<file path="config.mk">
export PLATFORM = sky130hd
export DESIGN_NAME = clock_period_meter
export DESIGN_NICKNAME = d
export VERILOG_FILES = /design/src/rtl/clock_period_meter.sv
export SDC_FILE = /design/constraint.sdc
export NUM_CORES = 1
export LEC_CHECK = 0
export BUFFER_PORTS_ARGS = -buffer_cell sky130_fd_sc_hd__buf_2
export CAP_MARGIN = 20
export CORE_ASPECT_RATIO = 1.25
export CORE_MARGIN = 1.5
export CORE_UTILIZATION = 50
export CTS_CLUSTER_SIZE = 40
export DETAILED_ROUTE_END_ITERATION = 10
export HOLD_SLACK_MARGIN = 0.15
export PLACE_DENSITY = 0.71
export SYNTH_ARGS = -nofsm -noshare
export SYNTH_HDL_FRONTEND = slang
export SYNTH_SLANG_ARGS = --single-unit
export TNS_END_PERCENT = 100
</file>
<file path="constraint.sdc">
create_clock -name clock_in -period 3.13 [get_ports clock_in]
set_input_delay 0.1565 -clock clock_in [delete_from_list [all_inputs] [get_ports clock_in]]
set_output_delay 0.1565 -clock clock_in [all_outputs]
set_load 0.02 [all_outputs]
</file>
<file path="src/rtl/clock_period_meter.sv">
// Measures rise-to-rise period and high time of clk_sense in clock_in cycles, with lock and loss-of-clock status.
// valid pulses SYNC_STAGES+1 cycles after a clk_sense rise; no backpressure, results are overwritten by the next valid.
module clock_period_meter #(
    parameter int                   CNT_WIDTH   = 28,
    parameter int                   SYNC_STAGES = 2,
    parameter int                   LOCK_COUNT  = 4,
    parameter int                   TOLERANCE   = 0,
    parameter logic [CNT_WIDTH-1:0] TIMEOUT     = CNT_WIDTH'(1000000)
) (
    input  logic                 clock_in,
    input  logic                 reset,
    input  logic                 clk_sense,
    output logic [CNT_WIDTH-1:0] period,
    output logic [CNT_WIDTH-1:0] high_time,
    output logic                 valid,
    output logic                 locked,
    output logic                 timeout
);

    localparam int RUN_W = $clog2(LOCK_COUNT + 1);

    typedef enum logic {
        IDLE,
        MEASURE
    } state_t;

    state_t                 state_q, state_d;
    logic [SYNC_STAGES-1:0] sync_q, sync_d;
    logic                   prev_q;
    logic [CNT_WIDTH-1:0]   per_cnt_q, per_cnt_d;
    logic [CNT_WIDTH-1:0]   high_cnt_q, high_cnt_d;
    logic [CNT_WIDTH-1:0]   period_q, period_d;
    logic [CNT_WIDTH-1:0]   high_q, high_d;
    logic [RUN_W-1:0]       run_q, run_d;
    logic                   valid_q, valid_d;
    logic                   locked_q, locked_d;
    logic                   timeout_q, timeout_d;

    logic                   sample;
    logic                   rise;
    logic                   expired;
    logic                   match;
    logic [CNT_WIDTH-1:0]   diff;

    assign sync_d  = {sync_q[SYNC_STAGES-2:0], clk_sense};
    assign sample  = sync_q[SYNC_STAGES-1];
    assign rise    = sample & ~prev_q;
    assign expired = (per_cnt_q == TIMEOUT) && !rise;
    assign diff    = (per_cnt_q >= period_q) ? (per_cnt_q - period_q) : (period_q - per_cnt_q);
    assign match   = diff <= CNT_WIDTH'(TOLERANCE);

    always_comb begin
        state_d    = state_q;
        period_d   = period_q;
        high_d     = high_q;
        run_d      = run_q;
        valid_d    = 1'b0;
        locked_d   = locked_q;
        timeout_d  = timeout_q;
        per_cnt_d  = per_cnt_q;
        high_cnt_d = high_cnt_q;

        // Both counters saturate so a stalled input cannot wrap them back into range.
        if (rise) begin
            per_cnt_d  = CNT_WIDTH'(1);
            high_cnt_d = CNT_WIDTH'(1);
        end else begin
            if (per_cnt_q != TIMEOUT) per_cnt_d = per_cnt_q + CNT_WIDTH'(1);
            if (high_cnt_q != TIMEOUT) high_cnt_d = high_cnt_q + CNT_WIDTH'(sample);
        end

        if (rise) begin
            case (state_q)
                IDLE: begin
                    state_d   = MEASURE;
                    timeout_d = 1'b0;
                end
                MEASURE: begin
                    valid_d  = 1'b1;
                    period_d = per_cnt_q;
                    high_d   = high_cnt_q;
                    if (!match) run_d = RUN_W'(1);
                    else if (run_q < RUN_W'(LOCK_COUNT)) run_d = run_q + RUN_W'(1);
                    locked_d = (run_d == RUN_W'(LOCK_COUNT));
                end
                default: state_d = IDLE;
            endcase
        end else if (expired) begin
            state_d   = IDLE;
            timeout_d = 1'b1;
            locked_d  = 1'b0;
            run_d     = '0;
        end
    end

    always_ff @(posedge clock_in) begin
        if (reset) begin
            state_q    <= IDLE;
            sync_q     <= '0;
            prev_q     <= 1'b0;
            per_cnt_q  <= '0;
            high_cnt_q <= '0;
            period_q   <= '0;
            high_q     <= '0;
            run_q      <= '0;
            valid_q    <= 1'b0;
            locked_q   <= 1'b0;
            timeout_q  <= 1'b0;
        end else begin
            state_q    <= state_d;
            sync_q     <= sync_d;
            prev_q     <= sample;
            per_cnt_q  <= per_cnt_d;
            high_cnt_q <= high_cnt_d;
            period_q   <= period_d;
            high_q     <= high_d;
            run_q      <= run_d;
            valid_q    <= valid_d;
            locked_q   <= locked_d;
            timeout_q  <= timeout_d;
        end
    end

    assign period    = period_q;
    assign high_time = high_q;
    assign valid     = valid_q;
    assign locked    = locked_q;
    assign timeout   = timeout_q;

endmodule

</file>
After elaboration in Yosys (flattened, before gate mapping)
Cells that the tools add are included.
{"block": "totals", "ff_bits": 122, "inputBits": 3, "output_inout_bits": 59, "word_cells": 60}
{"block": "op_classes", "addsub": 5, "order_cmp": 3, "n_eq_ne": 6, "n_mux": 20, "n_bitwise": 3, "reduce_logical": 10}
{"cell": "28-bit by 20-bit inequality test with 1-bit output, second input constant", "count": 2}
{"cell": "28-bit subtractor", "count": 2}
{"cell": "28-bit by 1-bit adder with 28-bit output", "count": 1}
{"cell": "28-bit by 1-bit adder with 28-bit output, second input constant", "count": 1}
{"cell": "28-bit by 20-bit == test with 1-bit output, second input constant", "count": 1}
{"cell": "28-bit greater-or-equal comparator", "count": 1}
{"cell": "28-bit by 1-bit less-or-equal comparator with 1-bit output, second input constant", "count": 1}
{"cell": "28-bit 2-to-1 mux", "count": 1}
{"cell": "3-bit 2-to-1 mux", "count": 7}
{"cell": "1-bit 2-to-1 mux", "count": 12}
{"cell": "2-bit AND reduction", "count": 3}
{"cell": "2-bit nonzero test", "count": 3}
{"cell": "2-bit inequality test, second input constant", "count": 2}
{"cell": "2-bit OR reduction", "count": 2}
{"cell": "3-bit by 1-bit adder with 3-bit output, second input constant", "count": 1}
{"cell": "3-bit == test, second input constant", "count": 1}
{"cell": "3-bit less-than comparator, second input constant", "count": 1}
{"cell": "1-bit NOT", "count": 2}
{"cell": "1-bit bitwise AND", "count": 1}
{"cell": "1-bit logical AND", "count": 1}
{"cell": "1-bit logical NOT", "count": 1}

Depth between registers and ports, before layout
{"block": "logic_depth", "word_depth": 9, "ltp_mapped": 13}

Worst setup path after synthesis
Ideal clock, no wire load.
{"block": "synth_timing", "path_kind": "flip-flop to flip-flop", "start": "reg period_q[4] (netlist: period[4])", "end": "reg run_q[0]", "setup_ns": 0.117, "arrival_time_ns": 3.047, "setup_slack_ns": -0.034, "stages_incl_launch_ff": 14, "n_path_buf": 1, "synth_period_minus_slack_ns": 3.164, "cell_sequence": "dfxtp_1 > inv_1 > ha_1 > buf_6 > a21o_1 > a21o_1 > nor3_2 > nor2_1 > a2111oi_2 > a21oi_1 > or3_4 > a2111oi_4 > o2111ai_1 > a22o_1"}
{"block": "synth_between", "elab_chain_len": 8, "word_cells_on_any_way": 10, "cone_classes": "add/sub: 2; order compare: 2; mux: 6"}
{"item": "from (decl)", "line_no": "32", "rtl": "logic [CNT_WIDTH-1:0] period_q, period_d;"}
{"item": "from (signal assigned)", "line_no": "115", "rtl": "period_q <= period_d;"}
{"item": "28-bit subtractor / 28-bit greater-or-equal comparator (equally long branches)", "line_no": "49", "rtl": "assign diff = (per_cnt_q >= period_q) ? (per_cnt_q - period_q) : (period_q - per_cnt_q);"}
{"item": "28-bit 2-to-1 mux (*)", "line_no": "49"}
{"item": "28-bit by 1-bit less-or-equal comparator with 1-bit output (*)", "line_no": "50", "rtl": "assign match = diff <= CNT_WIDTH'(TOLERANCE);"}
{"item": "3-bit 2-to-1 mux (*)", "line_no": "82", "rtl": "if (!match) run_d = RUN_W'(1);"}
{"item": "3-bit 2-to-1 mux (*)", "line_no": "73", "rtl": "case (state_q)"}
{"item": "3-bit 2-to-1 mux (*)", "line_no": "72", "rtl": "if (rise) begin"}
{"item": "3-bit 2-to-1 mux (*)", "line_no": "73"}
{"item": "3-bit 2-to-1 mux (*)", "line_no": "72"}
{"item": "to (signal assigned)", "line_no": "117", "rtl": "run_q <= run_d;"}
{"item": "to (decl)", "line_no": "34", "rtl": "logic [RUN_W-1:0] run_q, run_d;"}
Mark *: on every way between the ends. The rest lies on a longest branch, timed or not. The select of a mux whose other input is x is not followed.
A chain may end at the register's enable or synchronous reset.

Worst setup path after layout
{"block": "layout_timing", "start": "reg per_cnt_q[2]", "end": "reg run_q[2]"}
{"block": "layout_between", "elab_chain_len": 8, "word_cells_on_any_way": 14, "cone_classes": "add/sub: 2; order compare: 2; eq/ne: 1; mux: 6; reduce/logical: 3"}
{"item": "from (decl)", "line_no": "30", "rtl": "logic [CNT_WIDTH-1:0] per_cnt_q, per_cnt_d;"}
{"item": "from (signal assigned)", "line_no": "113", "rtl": "per_cnt_q <= per_cnt_d;"}
{"item": "28-bit subtractor / 28-bit greater-or-equal comparator (equally long branches)", "line_no": "49"}
{"item": "28-bit 2-to-1 mux", "line_no": "49"}
{"item": "28-bit by 1-bit less-or-equal comparator with 1-bit output", "line_no": "50"}
{"item": "3-bit 2-to-1 mux", "line_no": "82"}
{"item": "3-bit 2-to-1 mux", "line_no": "73"}
{"item": "3-bit 2-to-1 mux", "line_no": "72"}
{"item": "3-bit 2-to-1 mux", "line_no": "73"}
{"item": "3-bit 2-to-1 mux", "line_no": "72"}
Several ways; a longest one is shown, not always the timed one. The select of a mux whose other input is x is not followed.

==> metrics.txt <==
CP Launch Type=flip-flop; reg2reg end=run_q[2]$_SDFFE_PP0P_; endpoints failing setup=4; first-pass GRT wire length=43800 um; crit-path cells=ha_2, buf_4, a21oi_1, or2_1, nand2_1, a31o_2, a21oi_2, buf_4, o31ai_1, a2bb2oi_1, xnor2_1, nand4_1, o221ai_2; Seq cells post-synth=122; Die Y=147 um; Clock Latency Late Sink=420 ps; Final Cycle Share=106%; DR vias/cell=5.76; Syn Nets=1174; Slew headroom=51.3%; main flop type after synthesis=dfxtp_1; antenna viol nets, final=0; post-DP HPWL=20900 um; synth warn=0; vias in the first global route=8787; largest net degree at the start of global routing=67; violated checks=setup timing; htree depth=4; status=finished, violations left; Buf+Inv Stages, Crit Path=2; Synth async-reset ratio=0%; busiest grt layer=met2; shortest period the worst path allows=3320 ps; Crit path arrival time=3660 ps; Slew Limit Fails=0; Clock Sinks=122; final core utilization=68.3%; met2 Use GR=53.4%; final wirelength=27800 um; CTS tree=yes; worst setup margin=-195 ps; CP most frequent cell=buf_4; worst-path maximum fanout=7; I/O Pins=62; DRC viols=0; RSZ-0062 raised after global routing=yes; synth unique cells=75; largest stage delay on the critical path=420 ps; peak supply drop=481 uV; Mapped Area=8280 um2; CTS buffer count=17; Die X=118 um; f_max=301 MHz; crit path from=per_cnt_q[2]$_SDFFE_PP0N_; Clock Tree Buf Depth=2; Hold Path Depth=3; Crit. End Element=flip-flop; gr usage total=31.5%; initial antenna violation count=0; 1st-iter DRT viols=667; row count=52; Area growth syn-to-layout=33.7%; Buffers on Ports=61; reg2reg start=per_cnt_q[2]$_SDFFE_PP0N_; crit-path leading delay family=compound AO/OA/AOI/OAI gates; via count=9030; hold path start=reset; PD cells=365 nW/um2; wire length per cell=17.8 um; met1 Usage GRT=37.9%; root buf cell=clkbuf_16; MaxCap Viol Count=0; CORE AREA=16200 um2; total power=4.04 mW; register area share after synthesis=29.5%; Hold Fails Final Rpt=0; Mapped Cells=1111; Worst Tran Pin Value=731 ps; clk_skew=7.50 ps; share of cells above drive strength 1=28.4%; initial core utilization=51.1%; Clock transition at path regs=60 ps; worst hold path class=input pin to flip-flop; WHS Endpoint=state_q$_SDFFE_PP0P_; leak pwr=4.71 nW; grt met3 use=3.80%; Reg2Reg Setup Slack=-190 ps; Reg2Reg Depth=13; WS Path Type=flip-flop to flip-flop; Req. time, crit path=3470 ps; Post-synth EDFFs=0; NumNets Final=1401; synthesized area per cell=7.45 um2; # diodes=0; Die ar.=17300 um2; Pre-antenna DRT Iters=8; CP max-delay cell=xnor2_1; global route total overflow=0; GP Congestion=1.00
[placed cells by master (no fill, tap or decap), types with 11 or more instances in the layout]
cell / synthesis / layout
clkbuf_16: 0 / 17
dfxtp_1: 122 / 115
a21oi_1: 141 / 126
inv_1: 63 / 62
nor3_1: 19 / 15
nor2_1: 96 / 93
o21ai_1: 12 / 13
xnor2_1: 42 / 42
nor4_1: 13 / 11
buf_4: 3 / 197
nand2_1: 167 / 165
a21oi_2: 1 / 15
nand3_1: 35 / 35
a21o_1: 12 / 12
o21a_1: 12 / 12
ha_1: 60 / 46
o21ai_0: 48 / 44
and3_1: 11 / 11
nand4_1: 30 / 30
buf_2: 12 / 61
or3_1: 16 / 16
xor2_1: 30 / 30
[flip-flops by register name (all words and copies together) (netlist names)]
register / cells
run_q: 3
timeout: 1
period: 28
per_cnt_q: 28
state_q: 1
valid: 1
locked: 1
prev_q: 1
high_time: 28
sync_q: 2
high_cnt_q: 28
[through the flow]
step,cell area (um2),hold WS (ps),setup TNS (ps),setup slack [ps],std cells
4_1_cts,11000,384,-262,-92.3,1564
3_3_place_gp,10000,368,-944,-261,1524
5_1_grt,11100,423,-1200,-324,1567
3_5_place_dp,10000,374,-947,-273,1524
6_report,11100,391,-745,-195,1567
2_1_floorplan,8280,275,0,28.3,1111
[power by group]
| group | switching, mW | leakage [nW] | internal (mW) |
|---|---|---|---|
| combinational | 0.297 | 3.45 | 0.242 |
| sequential | 0.00665 | 0.987 | 1.56 |
| clock | 0.734 | 0.280 | 1.20 |
| total | 1.04 | 4.71 | 3.00 |
[cell usage after synthesis, types with 6 or more instances]
cell type,number,area share [%]
o211ai_1,8,0.73
o21bai_1,6,0.54
nand4_1,30,2.3
nand2_1,167,7.6
a21oi_1,141,8.5
clkbuf_1,31,1.4
nand3_1,35,2.1
ha_1,60,9.1
inv_1,63,2.9
nor3_1,19,1.1
a211oi_1,8,0.73
buf_2,12,0.73
and3_1,11,0.83
mux2i_1,7,0.85
o21ai_0,48,2.9
nor2_1,96,4.4
a21o_1,12,1.1
o31ai_1,8,0.73
nor2b_1,7,0.53
o21ai_1,12,0.73
nor4_1,13,0.98
or3_1,16,1.2
nand2b_1,7,0.53
dfxtp_1,122,30
xor2_1,30,3.2
xnor2_1,42,4.4
o21a_1,12,1.1
[per-layer routing]
| layer | share of wire, % | wire [um] |
|---|---|---|
| met2 | 48 | 13300 |
| met4 | 6.1 | 1690 |
| met5 | 0 | 0 |
| met1 | 41 | 11300 |
| met3 | 5.7 | 1580 |
[worst reg2reg max path, cell delays in order (launching register included)]
cell	delay, ps
dfxtp_1	370
ha_2	350
buf_4	170
a21oi_1	240
or2_1	180
nand2_1	140
a31o_2	320
a21oi_2	200
buf_4	130
o31ai_1	70
a2bb2oi_1	160
xnor2_1	420
nand4_1	280
o221ai_2	220
[cell families (layout without fill, tap and decap cells)]
logic type,count (synthesis),in the layout,share of synthesized area [%]
fa+ha+maj,60,60,9.07
flops,122,122,29.5
xor+xnor,72,72,7.62
buf+inv,116,356,5.76
simple gates,434,434,24.7
compound gates,297,297,22.0
mux,10,10,1.25
[worst max-delay path by stage]
stage                             to  slack, ps  cells past startpoint
2_1_floorplan  run_q[0]$_SDFFE_PP0P_         30                     12
6_report       run_q[2]$_SDFFE_PP0P_       -190                     13
3_3_place_gp   run_q[0]$_SDFFE_PP0P_       -260                     12
5_1_grt        run_q[2]$_SDFFE_PP0P_       -320                     14
3_5_place_dp   run_q[0]$_SDFFE_PP0P_       -270                     12
4_1_cts        run_q[2]$_SDFFE_PP0P_        -90                     13
[area by class of cell]
type	count	area, um2
clock buffers	19	443
multi-input cells	873	5710
clock inverters	13	141
well taps	216	270
inverters	63	236
flip-flops and latches	122	2450
fillers	1333	5130
repair buffers	261	1820
[timing repair]
| action | in CTS | in global routing |
|---|---|---|
| gates resized for setup | 60 | 22 |
| setup buffers | 7 | 3 |
| endpoints found under the setup margin | 4 | 4 |
| cloned | 0 | 0 |
| pin swaps | 23 | 20 |
| hold buffers | 1 | 0 |
| hold endpoints to repair | 1 | 0 |
Note: power is estimated with default switching activity, not from simulation.
